**config.mk**
```make
export PLATFORM = sky130hd
export DESIGN_NAME = pwm_duty_capture
export DESIGN_NICKNAME = d
export VERILOG_FILES = /design/src/rtl/pwm_cap_pkg.sv /design/src/rtl/pwm_ch_capture.sv /design/src/rtl/pwm_duty_capture.sv
export SDC_FILE = /design/constraint.sdc
export NUM_CORES = 1
export LEC_CHECK = 0
export BUFFER_PORTS_ARGS = -buffer_cell sky130_fd_sc_hd__buf_4
export CAP_MARGIN = 20
export CORE_MARGIN = 3
export CORE_UTILIZATION = 35
export CTS_CLUSTER_DIAMETER = 60
export DETAILED_ROUTE_END_ITERATION = 12
export PLACE_DENSITY_LB_ADDON = 0.12
export SLEW_MARGIN = 20
export SYNTH_ARGS = -nofsm -noshare
export SYNTH_HDL_FRONTEND = slang
export SYNTH_SLANG_ARGS = --single-unit
```
**constraint.sdc**
```tcl
create_clock -name clk -period 4.95 [get_ports clk]
set_input_delay 0.99 -clock clk [delete_from_list [all_inputs] [get_ports clk]]
set_output_delay 0.99 -clock clk [all_outputs]
set_load 0.02 [all_outputs]
```
**src/rtl/pwm_cap_pkg.sv**
```systemverilog
// Shared types, defaults and helpers for the PWM duty capture block.
package pwm_cap_pkg;

    localparam int DEF_NUM_CH      = 2;
    localparam int DEF_CNT_W       = 11;
    localparam int DEF_TIMEOUT_CYC = 2048;
    localparam int DEF_SYNC_STAGES = 2;

    // Widest duty word carried between channel and top; channels sign-extend into it
    localparam int DUTY_MAX_W      = 32;

    typedef struct packed {
        logic signed [DUTY_MAX_W-1:0] duty;
        logic                         vld;
        logic                         timeout;
        logic                         overlap;
    } ch_status_t;

    // Bits needed to count 0 .. max_count-1, never less than one
    function automatic int cnt_width(input int max_count);
        return ($clog2(max_count) < 1) ? 1 : $clog2(max_count);
    endfunction

endpackage

```
**src/rtl/pwm_ch_capture.sv**
```systemverilog
// One motor channel: input synchroniser, edge detect, saturating high-time
// counters, idle timeout and sticky forward/reverse overlap flag.
module pwm_ch_capture
    import pwm_cap_pkg::*;
#(
    parameter int CNT_W       = DEF_CNT_W,
    parameter int TIMEOUT_CYC = DEF_TIMEOUT_CYC,
    parameter int SYNC_STAGES = DEF_SYNC_STAGES
) (
    input  logic       clk,
    input  logic       rst,
    input  logic       pwm1,
    input  logic       pwm2,
    input  logic       clr_err,
    output ch_status_t status,
    output logic       any_hi
);

    localparam int                IDLE_W    = cnt_width(TIMEOUT_CYC);
    localparam logic [IDLE_W-1:0] IDLE_LAST = IDLE_W'(TIMEOUT_CYC - 1);
    localparam logic [IDLE_W-1:0] IDLE_PRE  = IDLE_W'(TIMEOUT_CYC - 2);
    localparam logic [CNT_W-1:0]  CNT_MAX   = '1;

    logic               p1_s;
    logic               p2_s;
    logic               p1_d;
    logic               p2_d;
    logic               rise;
    logic               fall;
    logic               idle_evt;
    logic [CNT_W-1:0]   fwd_cnt;
    logic [CNT_W-1:0]   rev_cnt;
    logic [IDLE_W-1:0]  idle_cnt;
    logic signed [CNT_W:0] duty_q;
    logic               vld_q;
    logic               timeout_q;
    logic               overlap_q;

    if (SYNC_STAGES == 0) begin : g_nosync
        assign p1_s = pwm1;
        assign p2_s = pwm2;
    end else begin : g_sync
        logic [SYNC_STAGES-1:0] s1;
        logic [SYNC_STAGES-1:0] s2;

        always_ff @(posedge clk or posedge rst) begin
            if (rst) begin
                s1 <= '0;
                s2 <= '0;
            end else begin
                s1[0] <= pwm1;
                s2[0] <= pwm2;
                for (int i = 1; i < SYNC_STAGES; i++) begin
                    s1[i] <= s1[i-1];
                    s2[i] <= s2[i-1];
                end
            end
        end

        assign p1_s = s1[SYNC_STAGES-1];
        assign p2_s = s2[SYNC_STAGES-1];
    end

    assign rise     = (p1_s & ~p1_d) | (p2_s & ~p2_d);
    assign fall     = (~p1_s & p1_d) | (~p2_s & p2_d);
    // Fires only on the transition into the saturated idle value
    assign idle_evt = (idle_cnt == IDLE_PRE) & ~rise;

    always_ff @(posedge clk or posedge rst) begin
        if (rst) begin
            p1_d    <= 1'b0;
            p2_d    <= 1'b0;
            fwd_cnt <= '0;
            rev_cnt <= '0;
        end else begin
            p1_d <= p1_s;
            p2_d <= p2_s;
            if (rise) begin
                fwd_cnt <= CNT_W'(p1_s);
                rev_cnt <= CNT_W'(p2_s);
            end else begin
                if (p1_s && (fwd_cnt != CNT_MAX))
                    fwd_cnt <= fwd_cnt + CNT_W'(1);
                if (p2_s && (rev_cnt != CNT_MAX))
                    rev_cnt <= rev_cnt + CNT_W'(1);
            end
        end
    end

    always_ff @(posedge clk or posedge rst) begin
        if (rst) begin
            idle_cnt <= '0;
        end else if (rise) begin
            idle_cnt <= '0;
        end else if (idle_cnt != IDLE_LAST) begin
            idle_cnt <= idle_cnt + IDLE_W'(1);
        end
    end

    // A fall capture takes priority over the idle timeout zeroing the duty
    always_ff @(posedge clk or posedge rst) begin
        if (rst) begin
            duty_q    <= '0;
            vld_q     <= 1'b0;
            timeout_q <= 1'b0;
        end else begin
            vld_q <= fall | idle_evt;
            if (fall)
                duty_q <= {1'b0, fwd_cnt} - {1'b0, rev_cnt};
            else if (idle_evt)
                duty_q <= '0;
            if (rise)
                timeout_q <= 1'b0;
            else if (idle_evt)
                timeout_q <= 1'b1;
        end
    end

    always_ff @(posedge clk or posedge rst) begin
        if (rst)
            overlap_q <= 1'b0;
        else if (p1_s && p2_s)
            overlap_q <= 1'b1;
        else if (clr_err)
            overlap_q <= 1'b0;
    end

    always_comb begin
        status         = '0;
        status.duty    = DUTY_MAX_W'(duty_q);
        status.vld     = vld_q;
        status.timeout = timeout_q;
        status.overlap = overlap_q;
    end

    assign any_hi = p1_s | p2_s;

endmodule

```
**src/rtl/pwm_duty_capture.sv**
```systemverilog
// Signed PWM duty capture for NUM_CH forward/reverse channel pairs, with a
// frame strobe on the last falling PWM or on frame timeout.
module pwm_duty_capture
    import pwm_cap_pkg::*;
#(
    parameter int NUM_CH      = DEF_NUM_CH,
    parameter int CNT_W       = DEF_CNT_W,
    parameter int TIMEOUT_CYC = DEF_TIMEOUT_CYC,
    parameter int SYNC_STAGES = DEF_SYNC_STAGES
) (
    input  logic                        clk,
    input  logic                        rst,
    input  logic [NUM_CH-1:0]           PWM1,
    input  logic [NUM_CH-1:0]           PWM2,
    input  logic                        clr_err,
    output logic [NUM_CH*(CNT_W+1)-1:0] duty,
    output logic [NUM_CH-1:0]           duty_vld,
    output logic [NUM_CH-1:0]           ch_timeout,
    output logic [NUM_CH-1:0]           overlap_err,
    output logic                        frame_vld,
    output logic                        frame_timeout
);

    localparam int               DW       = CNT_W + 1;
    localparam int               FRM_W    = cnt_width(TIMEOUT_CYC);
    localparam logic [FRM_W-1:0] FRM_LAST = FRM_W'(TIMEOUT_CYC - 1);
    localparam logic [FRM_W-1:0] FRM_PRE  = FRM_W'(TIMEOUT_CYC - 2);

    ch_status_t        ch_st [NUM_CH];
    logic [NUM_CH-1:0] ch_hi;
    logic              any_hi;
    logic              any_hi_d;
    logic              last_fall;
    logic              frame_evt;
    logic [FRM_W-1:0]  frame_cnt;

    for (genvar g = 0; g < NUM_CH; g++) begin : g_ch
        pwm_ch_capture #(
            .CNT_W       (CNT_W),
            .TIMEOUT_CYC (TIMEOUT_CYC),
            .SYNC_STAGES (SYNC_STAGES)
        ) u_ch (
            .clk     (clk),
            .rst     (rst),
            .pwm1    (PWM1[g]),
            .pwm2    (PWM2[g]),
            .clr_err (clr_err),
            .status  (ch_st[g]),
            .any_hi  (ch_hi[g])
        );
    end

    always_comb begin
        duty        = '0;
        duty_vld    = '0;
        ch_timeout  = '0;
        overlap_err = '0;
        for (int i = 0; i < NUM_CH; i++) begin
            duty[i*DW +: DW] = DW'(ch_st[i].duty);
            duty_vld[i]      = ch_st[i].vld;
            ch_timeout[i]    = ch_st[i].timeout;
            overlap_err[i]   = ch_st[i].overlap;
        end
    end

    assign any_hi    = |ch_hi;
    assign last_fall = ~any_hi & any_hi_d;
    // Suppressed while a strobe is out so the clearing counter cannot re-trigger
    assign frame_evt = (frame_cnt == FRM_PRE) & ~frame_vld;

    always_ff @(posedge clk or posedge rst) begin
        if (rst) begin
            any_hi_d      <= 1'b0;
            frame_vld     <= 1'b0;
            frame_timeout <= 1'b0;
            frame_cnt     <= '0;
        end else begin
            any_hi_d      <= any_hi;
            frame_vld     <= last_fall | frame_evt;
            frame_timeout <= frame_evt & ~last_fall;
            if (frame_vld)
                frame_cnt <= '0;
            else if (frame_cnt != FRM_LAST)
                frame_cnt <= frame_cnt + FRM_W'(1);
        end
    end

endmodule
```
==> results.md <==
* Status: completed
* Worst-skew pair later-pin latency at 0.42 ns
* Die height at 141 um
* Root Driver: clkbuf_16
* Core box area at 17600 um2
* EDFF count, synth at 0
* Setup Fix Bufs, Post-CTS at 0
* Placed inst area at 6920 um2
* RSZ-0062 raised after global routing: no
* Clk slew on worst S/H paths at 0.06 ns
* Area grow syn2layout at 16.7%
* Setup Skew at 0.00796 ns
* Reg2Reg Depth at 5
* Avg WL per Cell at 14.8 um
* Syn_nets at 717
* Fmax at 0.397 GHz
* Required time of the worst setup path at 5.30 ns
* Critical path, cell by cell: inv_1 > a22oi_1 > o31a_1 > a22oi_1 > nand2_1
* Drt total wl at 14.1 mm
* VDD IR max at 251 uV
* Post-Layout Cell Count at 953
* Yosys warning total at 0
* Via count at 5012
* Final hold viol count at 0
* Worst path depth at 5
* Hold Crit Start: g_ch[1].u_ch.g_sync.s1[0]$_DFF_PP0_
* Worst slew margin at 0.292
* Post-synth ARST share at 1.00
* Dpl ws at 2.47 ns
* Startpoint types: flip-flop
* ANT nets after route at 0
* CTS max path bufs at 2
* Yosys cell types at 50
* Violation count after the first detailed-routing iteration at 271
* Syn_area_per_cell at 9.49 um2
* WP buf/inv at 1
* Post-route DRC at 0
* Layout cells sized above 1 at 0.109
* Final setup viols at 0
* Actual slew at the worst max-slew pin at 1.06 ns
* Row count at 48
* Largest net degree at the start of global routing at 52
* Initial Util at 0.365
* Worst path most repeated cell: a22oi_1
* IO Count at 39
* Number of synthesized register bits at 122
* Max H-tree Level at 4
* Max-cap viol count at 0
* Initial antenna violation count at 0
* Slew Limit Fails at 0
* PostCTS Resize Cnt at 0
* Top Family by Delay on Critical Path: compound AO/OA/AOI/OAI gates
* Hold-fix buffers, CTS at 0
* Die Area at 20000 um2
* Crit path max-delay cell type: a22oi_1
* First-pass GRT wire length at 24.0 mm
* Synth Cell Area at 6420 um2
* Hold Crit Depth at 0
* R2r startpoint: g_ch[1].u_ch.g_sync.s1[1]$_DFF_PP0_
* Final Hold Slack at 0.349 ns
* CP arrival at 2.87 ns
* N_diodes at 0
* Layout Nets at 756
* CP Capture Type: flip-flop
* Hpwl dp at 10.1 mm
* Buffers added on ports at 38
* Overall Power at 3.04 mW
* Register area share after synthesis at 0.476
* Worst hold path type: reg2reg
* Post-Synthesis Cells at 676
* DRT Pass-1 Iters at 4
* Fin crit period at 2.52 ns
* Worst Setup SP: g_ch[1].u_ch.g_sync.s1[1]$_DFF_PP0_
* Vias in the first global route at 4988
* CTS Buf Count at 17
* Primary FF master, synth: dfrtp_1
* GRT Overall Usage at 0.149
* P_leak at 3.39 nW
* Total Neg Setup Slack at 0 ns
* Final Worst Setup Slack at 2.43 ns
* CTS tree: yes
* Layout Cell Area excl Fill at 7490 um2
* Num Clock Sinks at 122
* Vias per inst at 5.26
* Final Wtd Congestion at 0.826
* Max incr delay on CP at 0.87 ns
* Cell area power density at 406 nW/um2
* Fin util at 0.426
* Crit Path Max Fanout at 15
* Crit path kind: reg2reg
* Period utilisation layout at 0.509
* Cells after DPL at 920
* GR Overflow Total at 0
* DIE WIDTH at 141 um
==> cell usage after synthesis (7+ instances only) <==
cell type,instances,share of area
nor2_1,78,0.046
nand4_1,18,0.018
o21ai_0,34,0.027
xnor2_1,27,0.037
o22ai_1,7,0.0068
a21oi_1,29,0.023
inv_1,47,0.027
a211oi_1,8,0.0094
and2_1,7,0.0068
nand3_1,39,0.030
dfrtp_1,122,0.48
clkbuf_1,14,0.0082
and3_1,17,0.017
xor2_1,20,0.027
ha_1,32,0.062
nand2_1,53,0.031
a31oi_1,11,0.011
and4_1,9,0.012
nor3_1,15,0.012
==> routing by layer <==
layer | GRT usage | vias up | wire (um)
li1 | - | 2478 | -
met1 | 0.194 | 2432 | 6670
met2 | 0.239 | 82 | 6720
met3 | 0.0398 | 20 | 451
met4 | 0.0576 | 0 | 261
met5 | 0 | - | 0
==> sequential cells by signal, summed over array words and instances (netlist names), 2 cells and up <==
register	flops
g_ch.u_ch.duty_q	24
g_ch.u_ch.fwd_cnt	22
g_ch.u_ch.idle_cnt	22
g_ch.u_ch.rev_cnt	22
frame_cnt	11
g_ch.u_ch.g_sync.s1	4
g_ch.u_ch.g_sync.s2	4
g_ch.u_ch.overlap_q	2
g_ch.u_ch.p1_d	2
g_ch.u_ch.p2_d	2
g_ch.u_ch.timeout_q	2
g_ch.u_ch.vld_q	2
==> worst paths after layout <==
check                                                       end  slack (ns)
max                          g_ch[1].u_ch.duty_q[9]$_DFFE_PP0P_        2.43
min                         g_ch[1].u_ch.g_sync.s1[1]$_DFF_PP0_        0.35
max reg2reg                  g_ch[1].u_ch.duty_q[9]$_DFFE_PP0P_        2.43
min reg2reg                 g_ch[1].u_ch.g_sync.s1[1]$_DFF_PP0_        0.35
max in group asynchronous    g_ch[1].u_ch.duty_q[6]$_DFFE_PP0P_        3.27
min in group asynchronous  g_ch[0].u_ch.idle_cnt[8]$_DFFE_PP0P_        0.63
==> cell usage in the layout, fill, tap and decap left out, types with 18 or more instances in the layout <==
master,instances
a21oi_1,28
buf_4,42
dfrtp_1,122
ha_1,32
inv_1,46
nand2_1,53
nand3_1,39
nand4_1,18
nor2_1,78
o21ai_0,34
xnor2_1,27
xor2_1,20
==> cells by family after synthesis <==
kind of cell | share of synthesized area
AOI/OAI and AO/OA | 0.144
xor gates and xnor gates | 0.0641
buffers and inverters | 0.0450
adders and majority gates | 0.0686
DFF | 0.476
and+or+nand+nor | 0.194
muxes | 0.00780
==> area by class of cell <==
class / instances / area [um2]
fill: 1696 / 10100
tap: 225 / 282
clock inverter: 12 / 126
multi-input combinational: 484 / 3090
timing repair buffer: 43 / 323
sequential: 122 / 3050
clock buffer: 20 / 437
inverter: 47 / 179
==> report_power, final <==
group	internal, mW	total, mW	switching [mW]
clock network	0.736	1.18	0.448
logic	0.271	0.619	0.348
registers	1.12	1.24	0.113
total	2.13	3.04	0.910
==> worst register-to-register path: cells and delay by family (launching register included) <==
kind | cells | cell delay, ns
AOI/OAI and AO/OA | 3 | 1.58
DFF | 1 | 0.60
buffers and inverters | 1 | 0.19
and+or+nand+nor | 1 | 0.09
(Power assumes the default switching activity.)
